==> src/rtl/nibble_ser_tx.sv <==
// -----------------------------------------------------------------------------
// nibble_ser_tx
//   Serial transmitter for 4-bit pattern words. A nibble {A,B,C,D} is taken
//   over a valid/ready handshake and shifted out MSB-first (A first) on a
//   single-bit line. A start-of-frame marker accompanies bit A. A pattern flag
//   accompanies bit D when the nibble is the detection pattern 0110. GAP idle
//   cycles can optionally follow each nibble.
//
// Parameters
//   GAP        idle cycles inserted after each nibble (0..15)
//
// Ports
//   clk        rising-edge clock
//   rst        asynchronous reset, active-high
//   in_valid   in_data holds a word to send
//   in_data    word to send: bit3=A, bit2=B, bit1=C, bit0=D
//   in_ready   word can be accepted this cycle (combinational from state)
//   ser_out    serial data bit (registered, 0 when ser_valid is low)
//   ser_valid  ser_out carries a data bit (registered)
//   sof        high on the bit-A cycle of each nibble (registered)
//   pat_tx     high on the bit-D cycle of a 0110 nibble (registered)
//   busy       high while shifting or in the inter-nibble gap (registered)
// -----------------------------------------------------------------------------
module nibble_ser_tx #(
  parameter int GAP = 0
) (
  input  logic       clk,
  input  logic       rst,
  input  logic       in_valid,
  input  logic [3:0] in_data,
  output logic       in_ready,
  output logic       ser_out,
  output logic       ser_valid,
  output logic       sof,
  output logic       pat_tx,
  output logic       busy
);

  typedef enum logic [1:0] {
    S_IDLE  = 2'd0,
    S_SHIFT = 2'd1,
    S_GAP   = 2'd2
  } state_t;

  localparam logic       GAP_ZERO = (GAP == 0);
  localparam logic [3:0] GAP_M1   = GAP_ZERO ? 4'd0 : 4'(GAP - 1);
  localparam logic [3:0] PATTERN  = 4'b0110;

  state_t     state_q, state_d;
  logic [3:0] shreg_q, shreg_d;
  logic [1:0] bitcnt_q, bitcnt_d;
  logic [3:0] gapcnt_q, gapcnt_d;
  logic [3:0] word_q, word_d;

  logic ser_out_q, ser_out_d;
  logic ser_valid_q, ser_valid_d;
  logic sof_q, sof_d;
  logic pat_tx_q, pat_tx_d;
  logic busy_q, busy_d;

  logic accept;

  // Ready in IDLE, and on the last bit of a nibble when no gap follows, so a
  // back-to-back stream has no idle cycle between nibbles.
  assign in_ready = (state_q == S_IDLE) |
                    ((state_q == S_SHIFT) & (bitcnt_q == 2'd3) & GAP_ZERO);
  assign accept   = in_valid & in_ready;

  always_comb begin
    // NOTE: every variable gets a default before the case so no path leaves
    // it unassigned; an unassigned path in always_comb infers a latch.
    state_d  = state_q;
    shreg_d  = shreg_q;
    bitcnt_d = bitcnt_q;
    gapcnt_d = gapcnt_q;
    word_d   = word_q;

    unique case (state_q)
      S_IDLE: begin
        if (accept) begin
          state_d  = S_SHIFT;
          shreg_d  = in_data;
          word_d   = in_data;
          bitcnt_d = 2'd0;
        end
      end

      S_SHIFT: begin
        // Shift every SHIFT cycle; after bit D the register has drained to 0,
        // so nothing stale survives into the gap or idle.
        shreg_d  = {shreg_q[2:0], 1'b0};
        bitcnt_d = bitcnt_q + 2'd1;
        if (bitcnt_q == 2'd3) begin
          if (accept) begin
            shreg_d  = in_data;
            word_d   = in_data;
            bitcnt_d = 2'd0;
          end else if (!GAP_ZERO) begin
            state_d  = S_GAP;
            gapcnt_d = GAP_M1;
          end else begin
            state_d  = S_IDLE;
          end
        end
      end

      S_GAP: begin
        if (gapcnt_q == 4'd0) begin
          state_d = S_IDLE;
        end else begin
          gapcnt_d = gapcnt_q - 4'd1;
        end
      end

      default: begin
        state_d = S_IDLE;
      end
    endcase

    // Outputs are computed from the next state so that, once registered, they
    // line up with the cycle the state register holds that state.
    ser_valid_d = (state_d == S_SHIFT);
    ser_out_d   = ser_valid_d & shreg_d[3];
    sof_d       = ser_valid_d & (bitcnt_d == 2'd0);
    pat_tx_d    = ser_valid_d & (bitcnt_d == 2'd3) & (word_d == PATTERN);
    busy_d      = (state_d != S_IDLE);
  end

  // NOTE: all state and output flops sit on the asynchronous reset so a reset
  // mid-frame silences the line immediately, without waiting for a clock.
  always_ff @(posedge clk or posedge rst) begin
    if (rst) begin
      state_q     <= S_IDLE;
      shreg_q     <= 4'd0;
      bitcnt_q    <= 2'd0;
      gapcnt_q    <= 4'd0;
      word_q      <= 4'd0;
      ser_out_q   <= 1'b0;
      ser_valid_q <= 1'b0;
      sof_q       <= 1'b0;
      pat_tx_q    <= 1'b0;
      busy_q      <= 1'b0;
    end else begin
      // NOTE: non-blocking assignments so every flop samples the values from
      // before this edge, independent of statement order.
      state_q     <= state_d;
      shreg_q     <= shreg_d;
      bitcnt_q    <= bitcnt_d;
      gapcnt_q    <= gapcnt_d;
      word_q      <= word_d;
      ser_out_q   <= ser_out_d;
      ser_valid_q <= ser_valid_d;
      sof_q       <= sof_d;
      pat_tx_q    <= pat_tx_d;
      busy_q      <= busy_d;
    end
  end

  assign ser_out   = ser_out_q;
  assign ser_valid = ser_valid_q;
  assign sof       = sof_q;
  assign pat_tx    = pat_tx_q;
  assign busy      = busy_q;

endmodule

==> config.mk <==
export PLATFORM = sky130hd
export DESIGN_NAME = nibble_ser_tx
export DESIGN_NICKNAME = d
export VERILOG_FILES = /design/src/rtl/nibble_ser_tx.sv
export SDC_FILE = /design/constraint.sdc
export NUM_CORES = 1
export LEC_CHECK = 0
export ABC_AREA = 1
export ABC_CLOCK_PERIOD_IN_PS = 1500
export CORE_ASPECT_RATIO = 1.1
export CORE_UTILIZATION = 30
export CTS_CLUSTER_SIZE = 10
export DETAILED_ROUTE_END_ITERATION = 7
export PLACE_DENSITY = 0.56
export SLEW_MARGIN = 30
export SYNTH_ARGS = -nofsm -noshare
export SYNTH_HDL_FRONTEND = slang
export SYNTH_SLANG_ARGS = --single-unit
==> constraint.sdc <==
create_clock -name clk -period 1.5 [get_ports clk]
set_clock_uncertainty 0.1 [all_clocks]
set_input_delay 0.45 -clock clk [delete_from_list [all_inputs] [get_ports clk]]
set_output_delay 0.45 -clock clk [all_outputs]
set_load 0.02 [all_outputs]
* Word-level counts from Yosys, hierarchy flattened
Index checks and enable logic that the tools add are counted.
** Word-level totals
- Logic and storage cells :: 51
- Flip-flop bits (word level) :: 21
** Cells by class
- Eq/ne operators :: 7
- Bitwise gates (word level) :: 8
- Muxes and demuxes :: 16
- Add/subtract/negate cells :: 2
- Reduce and logical (&&, ||, !) cells :: 7
** Operators by type and width (count)
- 4-bit two-way mux :: 5
- 4-bit case mux with 2 select lines :: 2
- 2-bit two-way mux :: 7
- 1-bit bitwise AND :: 6
- 2-bit == test, second input constant :: 3
- 2-bit case mux with 3 select lines :: 1
- 2-bit by 1-bit == test with 1-bit output, second input constant :: 2
- 4-bit by 3-bit == test with 1-bit output, second input constant :: 1
- 2-bit zero test :: 2
- 4-bit zero test :: 1
- 2-bit case mux with 2 select lines :: 1
- 2-bit AND reduction :: 2
- 2-bit nonzero test :: 2
- 4-bit by 1-bit subtractor with 4-bit output, second input constant :: 1
- 2-bit by 1-bit adder with 2-bit output, second input constant :: 1
- 2-bit != test, second input constant :: 1
- 1-bit inverter :: 1
- 1-bit OR :: 1

* Depth between registers and ports, before layout
- Word-level depth :: 10
- Mapped depth :: 10

* Least setup slack after synthesis
No wires, ideal clock.
- Path kind :: register to output
- From :: register bitcnt_q[0]
- To :: output in_ready
- Data required time :: 950 ps
- Setup slack :: -59 ps
- Arrival time :: 1009 ps
- Path buffers :: 0
- Cell stages (with the launch flop) :: 4
- Cells stage by stage :: dfrtp_1 ha_1 inv_2 a21oi_1
** On the way
- Longest elaborated chain between the ends :: 3
** Ends and longest elaborated chain
- start, declared :: line 51 : logic [1:0] bitcnt_q, bitcnt_d;
- start signal, assigned :: line 148 : bitcnt_q <= bitcnt_d;
- 2-bit == test :: line 66 : ((state_q == S_SHIFT) & (bitcnt_q == 2'd3) & GAP_ZERO);
- 1-bit bitwise AND :: line 66
- 1-bit OR :: line 65 : assign in_ready = (state_q == S_IDLE) |
- end, declared :: line 31 : output logic in_ready,
Every way passes these cells.

* Final worst setup path
Same ends and word-level chain as after synthesis.

==> results.cfg <==
[status]
outcome = finished, violations left
violations = setup timing

[cells_and_area]
stdcell_count = 181
area_delta_synth_final_pct = 41.1
diodes = 0
multi_input_area_um2 = 493
regArea_um2 = 526
finalNetCount = 157
fill_cells = 311
drive_above_1_share = 0.401

[placement]
place_hpwl_um = 1510
place_ws_ps = -382
place.gp.congestion = 0.804
place_inst = 176
port-buffer-count = 12

[clock_network]
ctsHoldBuffers = 0
clk_pin_slew_ps = 130
numCtsBuffers = 3
clk_latency_ps = 310
clock_path_buffers = 2
cts_sinks = 21
cts_tree = done
cts_root_buffer = clkbuf_4
h-tree-depth = 1

[sta]
setup_violations = 4
tightestPinTransition_ps = 235
maxSlewHeadroom = 0.842
fmax_ghz = 0.579
rsz0062_at_grt = yes
period_minus_slack_ps = 1730
finalWorstSetupSlack_ps = -228
fin_crit_sh = 1.15
slew_viol_final = 0
hold_viol_final = 0

[pwr]
comb_power_share = 0.537
pwr-share-seq = 0.343
power_switching_mw = 0.966
power_mw = 2.36
p_sw_frac = 0.409
ir_drop_v = 0.000759
p_per_area_mw_per_mm2 = 1670
p_int_mw = 1.40
p_leak_nw = 0.698
power.share.clock = 0.120

[logic_synthesis]
syn_nets = 124
synth_top_cells_by_area = dfrtp_1 (52%), nand2_1 (10%), inv_1 (7.1%), nand3_1 (5.0%), ha_1 (2.5%)
async_flop_share = 1.00
synth.avg_cell_area_um2 = 8.73
synth-edff-count = 0
synth_seq_cells = 21
syn_area_mm2 = 0.00100
netlist.top_cell.by_area = dfrtp_1
ys_types = 21
ys_top_cells_by_count = nand2_1 (28), dfrtp_1 (21), inv_1 (19)
synthCells = 115
ys_seq_area_frac = 0.524
synth_top_area_share = 0.524
yosys_warnings = 0
synth_most_common_cell = nand2_1
ys.flop_type = dfrtp_1

[grt]
grt_start_max_net_pins = 22
gr-total-overflow = 0
grt_pass1_vias = 810
grt_antenna_before_repair = 0
grt_util_all_layers = 0.129
grt_pass1_wl_um = 3580

[worst_setup_path]
required_ps = 950
critical_path_class = register to output pin
critPathMaxFanout = 2
end_kind = output pin
start_kind = register
crit_arrival_ps = 1180

[drt]
vias_per_cell = 4.62
wl_um = 2180
dr_total_vias = 837
drt_iter0_drc = 24
antenna_left = 0
first_pass_iters = 4
wl_per_cell_um = 12.0
drc_errors = 0

[floorplan]
die_area_mm2 = 0.00358
ios = 13
die_w_um = 57.1
die_h_um = 62.7
rows = 21
core_area_mm2 = 0.00313
initial_core_util = 0.321

[worst_hold_path]
hp-class = input pin to async pin

[run]
maxCapViolations = 0
-- critical path, cell delays in order (launching register included) --
cell,delay (ps)
dfrtp_1,420
ha_4,170
inv_4,30
a21oi_2,100
buf_4,150
-- layer usage --
metal	vias up	part of all wire	GRT usage
li1	424	-	-
met2	15	0.49	0.199
met3	4	0.036	0.0186
met1	394	0.46	0.179
met5	-	0	0
met4	0	0.014	0.0549
-- power by group through the flow --
stage          clock network [mW]  registers [mW]  logic, mW
6_report                    0.283           0.811       1.27
5_1_grt                     0.321           0.833       1.42
4_1_cts                     0.301           0.793       1.03
3_5_place_dp                    0           0.803       1.05
3_3_place_gp                    0           0.799       1.03
2_1_floorplan                   0           0.857      0.539
-- sequential cells by signal (all words and copies together) (netlist names) --
name       count
sof            1
shreg_q        4
bitcnt_q       2
word_q         4
state_q        2
ser_valid      1
busy           1
gapcnt_q       4
pat_tx         1
ser_out        1
-- final timing paths --
check                                        start                      end  slack, ps  depth (start not counted)
min in group clk           gapcnt_q[1]$_DFFE_PP0P_  gapcnt_q[1]$_DFFE_PP0P_        410                          2
min                                            rst  gapcnt_q[1]$_DFFE_PP0P_        340                          3
min reg2reg                gapcnt_q[1]$_DFFE_PP0P_  gapcnt_q[1]$_DFFE_PP0P_        410                          2
max in group asynchronous                      rst      ser_valid$_DFF_PP0_        830                          3
max                          bitcnt_q[0]$_DFF_PP0_                 in_ready       -230                          4
max reg2reg                  bitcnt_q[0]$_DFF_PP0_         pat_tx$_DFF_PP0_        -90                         10
-- cells in the final DEF (no fill, tap or decap), types with 3 or more instances in the layout --
cell type | Yosys | routed
buf_2 | 0 | 5
buf_4 | 0 | 13
inv_2 | 5 | 7
nor3_2 | 2 | 3
inv_1 | 19 | 16
nand3_2 | 2 | 4
buf_6 | 0 | 3
nand2_1 | 28 | 23
nand2_2 | 4 | 7
clkbuf_4 | 0 | 3
o21ai_1 | 4 | 5
nand3_1 | 10 | 7
dfrtp_1 | 21 | 21
clkdlybuf4s50_1 | 0 | 5
-- through the flow --
step | hold slack [ps] | TNS, ps | utilization | instance area [um^2]
final | 335 | -348 | 0.453 | 1420
after global placement | 363 | -3220 | 0.414 | 1290
after global routing | 348 | -1000 | 0.453 | 1420
after CTS | 326 | -251 | 0.421 | 1320
after detailed placement | 367 | -3700 | 0.414 | 1290
after floorplan | 327 | 0 | - | 1010
-- cell type report --
cell class                 count  area share
sequential                    21       0.371
multi-input combinational     70       0.348
timing repair buffer          28       0.166
inverter                      24      0.0654
tap                           34      0.0300
clock buffer                   3      0.0159
clock inverter                 1     0.00353
-- timing repair --
| action | CTS | global route |
|---|---|---|
| setup endpoints to repair | 8 | 14 |
| pin swaps | 0 | 8 |
| setup buffers | 0 | 1 |
| gates resized for setup | 24 | 31 |
-- cell families after synthesis --
logic type | after synthesis | synth area share
AND/OR/NAND/NOR | 52 | 0.262
XOR/XNOR | 2 | 0.0175
adder cells (fa/ha/maj) | 2 | 0.0249
AO/OA/AOI/OAI | 14 | 0.0823
buffers and inverters | 24 | 0.0898
flip-flops | 21 | 0.524
No activity file was read; power rests on OpenSTA's default activity.
